==> src/rtl/fir_iq_pkg.sv <==
`default_nettype none
// ============================================================================
//  Module      : fir_iq_pkg
//  Description : Shared constants, FSM state encoding and coefficient
//                half-tables for the I/Q interpolate-by-2 FIR.
//  Revision    : 1.0  initial release
// ============================================================================
package fir_iq_pkg;

    localparam int NTAPS  = 33;
    localparam int COEFF  = 18;
    localparam int HALF   = (NTAPS + 1) / 2;
    localparam int IDX_W  = $clog2(HALF);
    localparam int KW     = $clog2(NTAPS);
    localparam int RX_CFG = 0;

    typedef logic signed [COEFF-1:0] coeff_t;

    typedef enum logic [2:0] {
        IDLE  = 3'd0,
        LATCH = 3'd1,
        MAC0  = 3'd2,
        OUT0  = 3'd3,
        MAC1  = 3'd4,
        OUT1  = 3'd5
    } state_t;

    // Half table entry m (0..HALF-1). Both tables keep the even-tap sum and
    // the odd-tap sum at exactly 2^17, so each polyphase branch has unity DC gain.
    function automatic coeff_t half_tap(input logic [KW-1:0] m);
        coeff_t t;
        t = '0;
        if (RX_CFG == 0) begin
            case (m)
                6'd0:    t = -18'sd64;
                6'd1:    t = -18'sd128;
                6'd2:    t = -18'sd160;
                6'd3:    t = -18'sd96;
                6'd4:    t =  18'sd128;
                6'd5:    t =  18'sd512;
                6'd6:    t =  18'sd1024;
                6'd7:    t =  18'sd1600;
                6'd8:    t =  18'sd2800;
                6'd9:    t =  18'sd4000;
                6'd10:   t =  18'sd6000;
                6'd11:   t =  18'sd8000;
                6'd12:   t =  18'sd11000;
                6'd13:   t =  18'sd14000;
                6'd14:   t =  18'sd25000;
                6'd15:   t =  18'sd37648;
                6'd16:   t =  18'sd39616;
                default: t = '0;
            endcase
        end else begin
            case (m)
                6'd9:    t = -18'sd2048;
                6'd10:   t = -18'sd1024;
                6'd11:   t =  18'sd4096;
                6'd12:   t =  18'sd2048;
                6'd13:   t =  18'sd16384;
                6'd14:   t =  18'sd20480;
                6'd15:   t =  18'sd47104;
                6'd16:   t =  18'sd88064;
                default: t = '0;
            endcase
        end
        return t;
    endfunction

    // Full prototype coefficient h[k], mirrored about the centre tap.
    function automatic coeff_t coeff_at(input logic [KW-1:0] k);
        logic [KW-1:0] mirror;
        mirror = KW'(NTAPS - 1) - k;
        if (k < KW'(HALF)) return half_tap(k);
        else               return half_tap(mirror);
    endfunction

endpackage
`default_nettype wire

==> src/rtl/fir_iq_interp2_if.sv <==
`default_nettype none
// ============================================================================
//  Module      : fir_iq_interp2_if
//  Description : Sample strobe/data bus and status flags of the I/Q
//                interpolate-by-2 FIR. master = sample source, slave = filter.
//  Revision    : 1.0  initial release
// ============================================================================
interface fir_iq_interp2_if #(
    parameter int WIDTH = 24
);
    logic                    in_strobe;
    logic signed [WIDTH-1:0] in_data_i;
    logic signed [WIDTH-1:0] in_data_q;
    logic                    out_strobe;
    logic signed [WIDTH-1:0] out_data_i;
    logic signed [WIDTH-1:0] out_data_q;
    logic                    busy;
    logic                    overrun;

    modport master (
        output in_strobe, in_data_i, in_data_q,
        input  out_strobe, out_data_i, out_data_q, busy, overrun
    );

    modport slave (
        input  in_strobe, in_data_i, in_data_q,
        output out_strobe, out_data_i, out_data_q, busy, overrun
    );
endinterface
`default_nettype wire

==> src/rtl/fir_mac_sat.sv <==
`default_nettype none
// ============================================================================
//  Module      : fir_mac_sat
//  Description : Signed multiply-accumulate with synchronous clear and a
//                saturating output slice (acc >>> (COEFF-1) clamped to WIDTH).
//  Revision    : 1.0  initial release
// ============================================================================
module fir_mac_sat #(
    parameter int WIDTH = 24,
    parameter int COEFF = 18
) (
    input  wire logic                    adc_clk,
    input  wire logic                    reset,
    input  wire logic                    clear,
    input  wire logic                    accumulate,
    input  wire logic signed [WIDTH-1:0] sample,
    input  wire logic signed [COEFF-1:0] coeff,
    output logic signed [WIDTH-1:0]      result
);
    localparam int AW = WIDTH + COEFF + 1;
    localparam int PW = WIDTH + COEFF;

    logic signed [AW-1:0] r_acc;
    logic signed [PW-1:0] w_prod;
    logic signed [AW-1:0] w_shift;

    assign w_prod = sample * coeff;

    // Accumulator: clear wins over accumulate so a new phase starts from zero.
    always_ff @(posedge adc_clk) begin
        if (reset || clear) begin
            r_acc <= '0;
        end else if (accumulate) begin
            r_acc <= r_acc + {w_prod[PW-1], w_prod};
        end
    end

    // Drop the Q1.17 fraction (keeping the x2 tap gain) and clamp to WIDTH.
    always_comb begin
        w_shift = r_acc >>> (COEFF - 1);
        if (w_shift[AW-1:WIDTH-1] == {(AW-WIDTH+1){w_shift[WIDTH-1]}}) begin
            result = w_shift[WIDTH-1:0];
        end else if (w_shift[AW-1]) begin
            result = {1'b1, {(WIDTH-1){1'b0}}};
        end else begin
            result = {1'b0, {(WIDTH-1){1'b1}}};
        end
    end
endmodule
`default_nettype wire

==> src/rtl/fir_iq_interp2.sv <==
`default_nettype none
// ============================================================================
//  Module      : fir_iq_interp2
//  Description : Interpolate-by-2 complex FIR. Each accepted input produces
//                the phase-0 then the phase-1 polyphase output, computed by
//                one time-shared MAC per channel under a small FSM.
//  Revision    : 1.0  initial release
// ============================================================================
module fir_iq_interp2
    import fir_iq_pkg::*;
#(
    parameter int WIDTH = 24
) (
    input  wire logic        adc_clk,
    input  wire logic        reset,
    fir_iq_interp2_if.slave  bus
);
    localparam logic [IDX_W-1:0] LAST0 = IDX_W'(HALF - 1);
    localparam logic [IDX_W-1:0] LAST1 = IDX_W'(HALF - 2);

    state_t                  state;
    state_t                  next_state;
    logic [IDX_W-1:0]        r_j;
    logic signed [WIDTH-1:0] dl_i [HALF];
    logic signed [WIDTH-1:0] dl_q [HALF];

    logic                    w_mac_clear;
    logic                    w_mac_acc;
    logic                    w_load;
    logic                    w_j_clear;
    logic                    w_j_inc;
    logic [KW-1:0]           w_k;
    coeff_t                  w_coeff;
    logic signed [WIDTH-1:0] w_res_i;
    logic signed [WIDTH-1:0] w_res_q;

    // Phase 0 walks the even taps, phase 1 the odd taps: k = 2j + phase.
    assign w_k      = {r_j, (state == MAC1)};
    assign w_coeff  = coeff_at(w_k);
    assign bus.busy = (state != IDLE);

    // State register.
    always_ff @(posedge adc_clk) begin
        if (reset) state <= IDLE;
        else       state <= next_state;
    end

    // Next-state and datapath control.
    always_comb begin
        next_state  = state;
        w_mac_clear = 1'b0;
        w_mac_acc   = 1'b0;
        w_load      = 1'b0;
        w_j_clear   = 1'b0;
        w_j_inc     = 1'b0;
        case (state)
            IDLE:  if (bus.in_strobe) next_state = LATCH;
            LATCH: begin
                w_mac_clear = 1'b1;
                w_j_clear   = 1'b1;
                next_state  = MAC0;
            end
            MAC0:  begin
                w_mac_acc = 1'b1;
                w_j_inc   = 1'b1;
                if (r_j == LAST0) next_state = OUT0;
            end
            OUT0:  begin
                w_load      = 1'b1;
                w_mac_clear = 1'b1;
                w_j_clear   = 1'b1;
                next_state  = MAC1;
            end
            MAC1:  begin
                w_mac_acc = 1'b1;
                w_j_inc   = 1'b1;
                if (r_j == LAST1) next_state = OUT1;
            end
            OUT1:  begin
                w_load     = 1'b1;
                next_state = IDLE;
            end
            default: next_state = IDLE;
        endcase
    end

    // Tap index shared by both channels.
    always_ff @(posedge adc_clk) begin
        if (reset || w_j_clear) r_j <= '0;
        else if (w_j_inc)       r_j <= r_j + IDX_W'(1);
    end

    // Delay line: shifts only when a strobe is accepted in IDLE.
    always_ff @(posedge adc_clk) begin
        if (reset) begin
            for (int n = 0; n < HALF; n++) begin
                dl_i[n] <= '0;
                dl_q[n] <= '0;
            end
        end else if (state == IDLE && bus.in_strobe) begin
            dl_i[0] <= bus.in_data_i;
            dl_q[0] <= bus.in_data_q;
            for (int n = 1; n < HALF; n++) begin
                dl_i[n] <= dl_i[n-1];
                dl_q[n] <= dl_q[n-1];
            end
        end
    end

    fir_mac_sat #(.WIDTH(WIDTH), .COEFF(COEFF)) u_mac_i (
        .adc_clk    (adc_clk),
        .reset      (reset),
        .clear      (w_mac_clear),
        .accumulate (w_mac_acc),
        .sample     (dl_i[r_j]),
        .coeff      (w_coeff),
        .result     (w_res_i)
    );

    fir_mac_sat #(.WIDTH(WIDTH), .COEFF(COEFF)) u_mac_q (
        .adc_clk    (adc_clk),
        .reset      (reset),
        .clear      (w_mac_clear),
        .accumulate (w_mac_acc),
        .sample     (dl_q[r_j]),
        .coeff      (w_coeff),
        .result     (w_res_q)
    );

    // Output registers, strobe and overrun flag; data holds between strobes.
    always_ff @(posedge adc_clk) begin
        if (reset) begin
            bus.out_strobe <= 1'b0;
            bus.out_data_i <= '0;
            bus.out_data_q <= '0;
            bus.overrun    <= 1'b0;
        end else begin
            bus.out_strobe <= w_load;
            bus.overrun    <= bus.in_strobe && (state != IDLE);
            if (w_load) begin
                bus.out_data_i <= w_res_i;
                bus.out_data_q <= w_res_q;
            end
        end
    end
endmodule
`default_nettype wire

==> src/flat_wrapper.sv <==
// flat-port wrapper written by rule: the top's interface ports become plain ports
module fir_iq_interp2_flat import fir_iq_pkg::*;
#(
    parameter int WIDTH = 24
)
  (adc_clk, reset, bus_in_strobe, bus_in_data_i, bus_in_data_q, bus_out_strobe, bus_out_data_i, bus_out_data_q, bus_busy, bus_overrun);
  fir_iq_interp2_if #(.WIDTH(WIDTH)) bus_i ();
  input  wire logic adc_clk;
  input  wire logic reset;
  input wire logic [$bits(bus_i.in_strobe)-1:0] bus_in_strobe;
  input wire logic [$bits(bus_i.in_data_i)-1:0] bus_in_data_i;
  input wire logic [$bits(bus_i.in_data_q)-1:0] bus_in_data_q;
  output wire logic [$bits(bus_i.out_strobe)-1:0] bus_out_strobe;
  output wire logic [$bits(bus_i.out_data_i)-1:0] bus_out_data_i;
  output wire logic [$bits(bus_i.out_data_q)-1:0] bus_out_data_q;
  output wire logic [$bits(bus_i.busy)-1:0] bus_busy;
  output wire logic [$bits(bus_i.overrun)-1:0] bus_overrun;
  assign bus_i.in_strobe = bus_in_strobe;
  assign bus_i.in_data_i = bus_in_data_i;
  assign bus_i.in_data_q = bus_in_data_q;
  assign bus_out_strobe = bus_i.out_strobe;
  assign bus_out_data_i = bus_i.out_data_i;
  assign bus_out_data_q = bus_i.out_data_q;
  assign bus_busy = bus_i.busy;
  assign bus_overrun = bus_i.overrun;
  fir_iq_interp2 #(.WIDTH(WIDTH)) u_core (.adc_clk(adc_clk), .reset(reset), .bus(bus_i));
endmodule
==> config.mk <==
export PLATFORM = sky130hd
export DESIGN_NAME = fir_iq_interp2_flat
export DESIGN_NICKNAME = d
export VERILOG_FILES = /design/src/rtl/fir_iq_pkg.sv /design/src/rtl/fir_iq_interp2_if.sv /design/src/rtl/fir_mac_sat.sv /design/src/rtl/fir_iq_interp2.sv /design/src/flat_wrapper.sv
export SDC_FILE = /design/constraint.sdc
export NUM_CORES = 2
export LEC_CHECK = 0
export CAP_MARGIN = 20
export CORE_MARGIN = 2
export CORE_UTILIZATION = 50
export CTS_CLUSTER_SIZE = 40
export DETAILED_ROUTE_END_ITERATION = 7
export PLACE_DENSITY = 0.63
export SLEW_MARGIN = 20
export SYNTH_ARGS = -nofsm -noshare
export SYNTH_HDL_FRONTEND = slang
export SYNTH_SLANG_ARGS = --single-unit
==> constraint.sdc <==
create_clock -name adc_clk -period 38.3 [get_ports adc_clk]
set_input_delay 7.66 -clock adc_clk [delete_from_list [all_inputs] [get_ports adc_clk]]
set_output_delay 7.66 -clock adc_clk [all_outputs]
set_load 0.03 [all_outputs]
# Yosys cells after proc, flatten, opt, wreduce, memory -nomap -nowiden
# Memory sizes are Yosys's and may differ from the RTL's. A register that Yosys moved wholly into a read port is not among the register bits.
# Index checks and enable logic that the tools add are counted.
totals:
  out_inout_bits: 51
  mem_bits_rw: 816
  regBits: 144
  memories: 4
  rom_bits: 960
memory_table:
  columns: ["memory", "depth", "word_bits", "rd", "rd_clocked_by_memory_dff", "wr", "line_no", "text"]
  rows:
  - ["(name not given)", 32, 15, 1, 0, 0, "fir_iq_pkg.sv:34", "case (m)"]
  - ["(name not given)", 32, 15, 1, 0, 0, "fir_iq_pkg.sv:34", null]
  - ["u_core.dl_i", 17, 24, 17, 1, 17, "fir_iq_interp2.sv:24", "logic signed [WIDTH-1:0] dl_i [HALF];"]
  - ["u_core.dl_q", 17, 24, 17, 1, 17, "fir_iq_interp2.sv:25", "logic signed [WIDTH-1:0] dl_q [HALF];"]
classes:
  addsub: 4
  n_eq_ne: 12
  n_reduce_logical: 9
  order_cmp: 1
  n_mul: 2
  bitwise: 34
  muxes: 57
ops:
  columns: ["operator", "n"]
  rows:
  - ["24-bit 2-to-1 mux", 38]
  - ["43-bit adder", 2]
  - ["24-bit by 18-bit multiplier with 42-bit output", 2]
  - ["18-bit 2-to-1 mux", 3]
  - ["19-bit == test", 2]
  - ["1-bit bitwise OR", 34]
  - ["5-bit 2-to-1 mux", 4]
  - ["3-bit one-hot mux with 5 select lines", 1]
  - ["3-bit 2-to-1 mux", 3]
  - ["1-bit 2-to-1 mux", 8]
  - ["3-bit by 2-bit == test with 1-bit output (second input constant)", 2]
  - ["3-bit == test (second input constant)", 2]
  - ["6-bit by 5-bit < comparator with 1-bit output (second input constant)", 1]
  - ["2-bit OR reduction", 3]
  - ["6-bit subtractor (first input constant)", 1]
  - ["5-bit by 1-bit adder with 5-bit output (second input constant)", 1]
  - ["5-bit by 4-bit == test with 1-bit output (second input constant)", 1]
  - ["5-bit == test (second input constant)", 1]
  - ["2-bit inequality test (second input constant)", 2]
  - ["3-bit by 1-bit == test with 1-bit output (second input constant)", 1]
  - ["3-bit logical NOT", 1]
  - ["3-bit AND reduction", 1]
  - ["3-bit nonzero test", 1]
  - ["1-bit logical AND", 2]
  - ["2 further kinds", 2]

# Depth between registers and ports, before layout
# An unclocked memory read counts as a cell.
depth:
  depth_word: 7
  ltp_mapped: 53

# Modules after synthesis
# Synthesis repeated with hierarchy kept, for this count alone.
unflattened:
  cells_unflattened: 7067
  hier_area_um2: 77828.4
by_module_without_submodules:
  columns: ["mod", "area_each_um2", "seq_area_each_um2", "n_inst", "cells_per_inst"]
  rows:
  - ["fir_iq_interp2", 39420.3, 25764.7, 1, 2595]
  - ["fir_mac_sat at u_core.u_mac_q", 19253.5, 860.8, 1, 2250]
  - ["fir_mac_sat at u_core.u_mac_i", 19154.6, 860.8, 1, 2222]

# Worst setup path before layout
# Ideal clock, no wire load.
synth_path:
  path_kind: "input port to flip-flop"
  startpoint: "in reset"
  endpoint: "mem u_core.dl_i[0][0] (enable)"
  stages: 3
  path_buffers: 2
  arrival_time_ns: 24.459
  setup_ns: 1.189
  setup_slack_ns: 12.652
  cell_sequence: "clkbuf_1 clkbuf_1 a21o_1"
synth_lines:
  columns: ["element", "line_no", "text"]
  rows:
  - ["start, declared", "flat_wrapper.sv:9", "input wire logic reset;"]
  - ["end, declared", "fir_iq_interp2.sv:24", null]

==> results <==
- In this run the mean area of a mapped cell was 11.4 µm².
- The number of antenna violations at the first check in global routing came to 3.
- The detail route stage leaves a number of antenna-violating nets equal to 0.
- The count of flip-flops with a built-in enable after synthesis is 816.
- For the pin with the worst max-slew slack, the measured transition is 1.21 ns.
- The pre-CTS setup slack is 26.27 ns.
- Counting flops with an async set or reset pin after synthesis yields a share of 0%.
- The utilization after layout is 54.9%.
- The category of the worst setup path capture point is a register.
- The clock sink total is 959.
- Setup violations remaining at the end of the flow were counted as 0.
- The number of standard-cell rows in the floorplan is 137.
- The max-cap violation count is 0.
- After synthesis the cells add up to 0.0707 mm².
- The number of max-slew violations in the final report is 0.
- The via count of the first global-routing pass is 46000.
- The placed standard-cell area is 0.0735 mm².
- In the final design database the tool counted 7181 nets.
- The relative max-transition margin is 19.1%.
- The critical path is of the register to register type.
- The Yosys step of the flow raised 0 warnings.
- The worst clock skew is 0.0644 ns.
- The H-tree generated during clock tree synthesis spans 3 levels.
- The prevailing post-synth register cell is sky130_fd_sc_hd__edfxtp_1.
- The post-route fraction of the period consumed by the critical path is 31.2%.
- Setup repair after global routing left no endpoint under its margin.
- The cell sitting at the root of the clock tree is a sky130_fd_sc_hd__clkbuf_16.
- The endpoint of the lowest-slack register-to-register path is u_core.u_mac_q.r_acc[42]$_SDFFE_PP0N_.
- The total non-filler cell area in the finished layout is 0.0768 mm².
- The clock passes through at most 3 buffers.
- The routability congestion estimate from global placement is 0.890.
- Static timing analysis puts the maximum clock frequency at 83.8 MHz.
- The via count normalized by instance count is 5.52.
- The worst hold path begins at u_core.bus.out_data_q[23]$_SDFFE_PP0P_.
- The final setup TNS is 0 ns.
- Measured along the x axis, the die boundary spans 380 µm.
- The worst endpoint data arrival time is 12.57 ns.
- Entering global routing, the biggest net connects 290 pins.
- STA classifies the critical path startpoint as a register.
- The most frequent cell on the critical path is sky130_fd_sc_hd__fa_1.
- The detailed router placed 44800 vias in this run.
- The register-to-register path setup slack is 26.37 ns.
- The largest stage delay on the critical path is 0.78 ns.
- Counting instances, the worst hold path has a depth of 2.
- The number of buffers added by the clock tree synthesis step is 102.
- The number of storage elements in the synthesis netlist is 959.
- The initial utilization of the core area, before any placement, comes to 50.6%.
- The final hold violation count is 0.
- The first detailed-routing pass took 6 iterations.
- The classification of the worst-slack hold path is register to register.
- The worst hold path terminates at u_core.bus.out_data_q[23]$_SDFFE_PP0P_.
- Detailed placement finished with a half-perimeter wire length of 113000 µm.
- The total DRC errors in the routed layout is 0.
- Synthesis produced a netlist with a net count of 7242.
- The number of cells on the worst reg-to-reg path is 40.
- The clock tree from TritonCTS is yes.
- In the final routed layout, each cell accounts on average for 20.3 µm.
- The number of buffers inserted by port buffering is 101.
- The number of setup buffers added after CTS is 0.
- The leading cell type in the layout, fill and taps excluded is sky130_fd_sc_hd__and2_1.
- In the layout the commonest cells are 881 x sky130_fd_sc_hd__and2_1, 816 x sky130_fd_sc_hd__edfxtp_1, 814 x sky130_fd_sc_hd__inv_1.
- Clock-pin slew was measured on the worst setup and hold paths at 0.06 ns.
- Of the cells placed in the final design, the portion with a size suffix greater than 1 is 8.44%.
- The die span in y is 380 µm.
- The die covers 0.144 mm².
- The final critical path time including I/O delays and setup is 11.93 ns.
- In this run, the number of DRC markers left after iteration 0 of detailed routing was 3897.
- The total global routing track utilization is 23.0%.
- The slowest stage cell on the critical path is sky130_fd_sc_hd__buf_4.
- For the worst-skew pair, the clock arrives at the later sink with an insertion delay of 0.74 ns.
- The biggest fanout along the worst timing path is 87.
- The run finished with clean final reports.
- The proportion of synthesized chip area in sequential cells is 38.7%.
- The count of instances resized after the clock tree is built is 0.
- The setup slack after layout is 26.37 ns.
- The number of hold buffers added after CTS was 0.
- The core region is 0.140 mm².
- Synthesis handed over a netlist of 6206 instances.
- The wire length reported by the detailed router is 164000 µm.
- The total overflow left after global routing is 0.
- The required time of the critical path is 38.94 ns.
- After synthesis, the netlist uses 73 different library cells.
- The boundary pin count is 102.
- Compared with the post-synthesis result, the final layout area differs by 8.58%.
- The first-pass GRT wire length is 264000 µm.
final cells by class:
type / instances / area, µm²
inverter: 816 / 3060
fill: 12100 / 63100
antenna: 1 / 2.50
clock buffer: 134 / 2750
timing repair buffer: 158 / 1490
sequential: 959 / 27400
multi-input combinational: 4108 / 39200
clock inverter: 58 / 538
tap: 1876 / 2350
cell usage after synthesis, types with 83 or more instances:
cell	instances	area share, %
sky130_fd_sc_hd__nor2_1	342	1.8
sky130_fd_sc_hd__a21oi_1	250	1.8
sky130_fd_sc_hd__inv_1	815	4.3
sky130_fd_sc_hd__ha_1	303	5.4
sky130_fd_sc_hd__xnor2_1	112	1.4
sky130_fd_sc_hd__mux4_2	240	7.6
sky130_fd_sc_hd__fa_1	682	19
sky130_fd_sc_hd__dfxtp_1	143	4.0
sky130_fd_sc_hd__nor2b_1	83	0.73
sky130_fd_sc_hd__nand2_1	595	3.2
sky130_fd_sc_hd__edfxtp_1	816	35
sky130_fd_sc_hd__and2_1	882	7.8
sky130_fd_sc_hd__clkbuf_1	281	1.5
critical path: cells and delay by family (launching register included):
kind                       cells  cell delay, ns
xor gates and xnor gates       2            0.34
muxes                          3            1.49
buffers and inverters          7            1.77
and+or+nand+nor                6            1.18
adders and majority gates      8            3.51
AOI/OAI and AO/OA             14            2.78
DFF                            1            0.66
registers in the layout, indices dropped and copies added (netlist names), named ones only:
name,count
u_core.bus.out_data_i,24
u_core.bus.out_data_q,24
u_core.bus.out_strobe,1
u_core.bus.overrun,1
u_core.dl_i,408
u_core.dl_q,408
u_core.r_j,5
u_core.state,3
u_core.u_mac_i.r_acc,40
u_core.u_mac_q.r_acc,40
cells by family after synthesis:
logic type | after synthesis | share of synthesized area (%)
simple gates | 2100 | 15.1
mux | 299 | 8.56
buf+inv | 1139 | 6.05
xor+xnor | 156 | 1.93
fa+ha+maj | 985 | 24.7
compound gates | 568 | 4.97
flops | 959 | 38.7
worst max path at each step:
stage / slack (ns) / cells after the start / start / end
CTS: 26.23 / 40 / register / u_core.u_mac_q.r_acc[42]$_SDFFE_PP0N_
finish: 26.37 / 40 / register / u_core.u_mac_q.r_acc[42]$_SDFFE_PP0N_
floorplan: 12.65 / 3 / reset / u_core.dl_i[0][0]$_SDFFCE_PN0P_
global route: 25.44 / 40 / register / u_core.u_mac_q.r_acc[42]$_SDFFE_PP0N_
detailed placement: 26.27 / 40 / register / u_core.u_mac_q.r_acc[42]$_SDFFE_PP0N_
global placement: 26.48 / 40 / register / u_core.u_mac_q.r_acc[42]$_SDFFE_PP0N_
routing by layer:
layer	part of all wire (%)	track usage, %	up-vias
li1	-	-	20400
met1	46	33.7	22800
met2	45	35.7	1372
met3	6.4	4.13	271
met4	2.7	6.06	0
met5	0	0	-
through the flow:
stage / std cells / hold WS, ns
3_3_place_gp: 7917 / 0.442
3_5_place_dp: 7917 / 0.451
2_1_floorplan: 6206 / 0.436
5_1_grt: 8109 / 0.480
4_1_cts: 8109 / 0.461
6_report: 8110 / 0.457
Power is left out: the tool's default activity adds up to more than one toggle a clock period on the data nets, which glitch-free logic cannot reach.
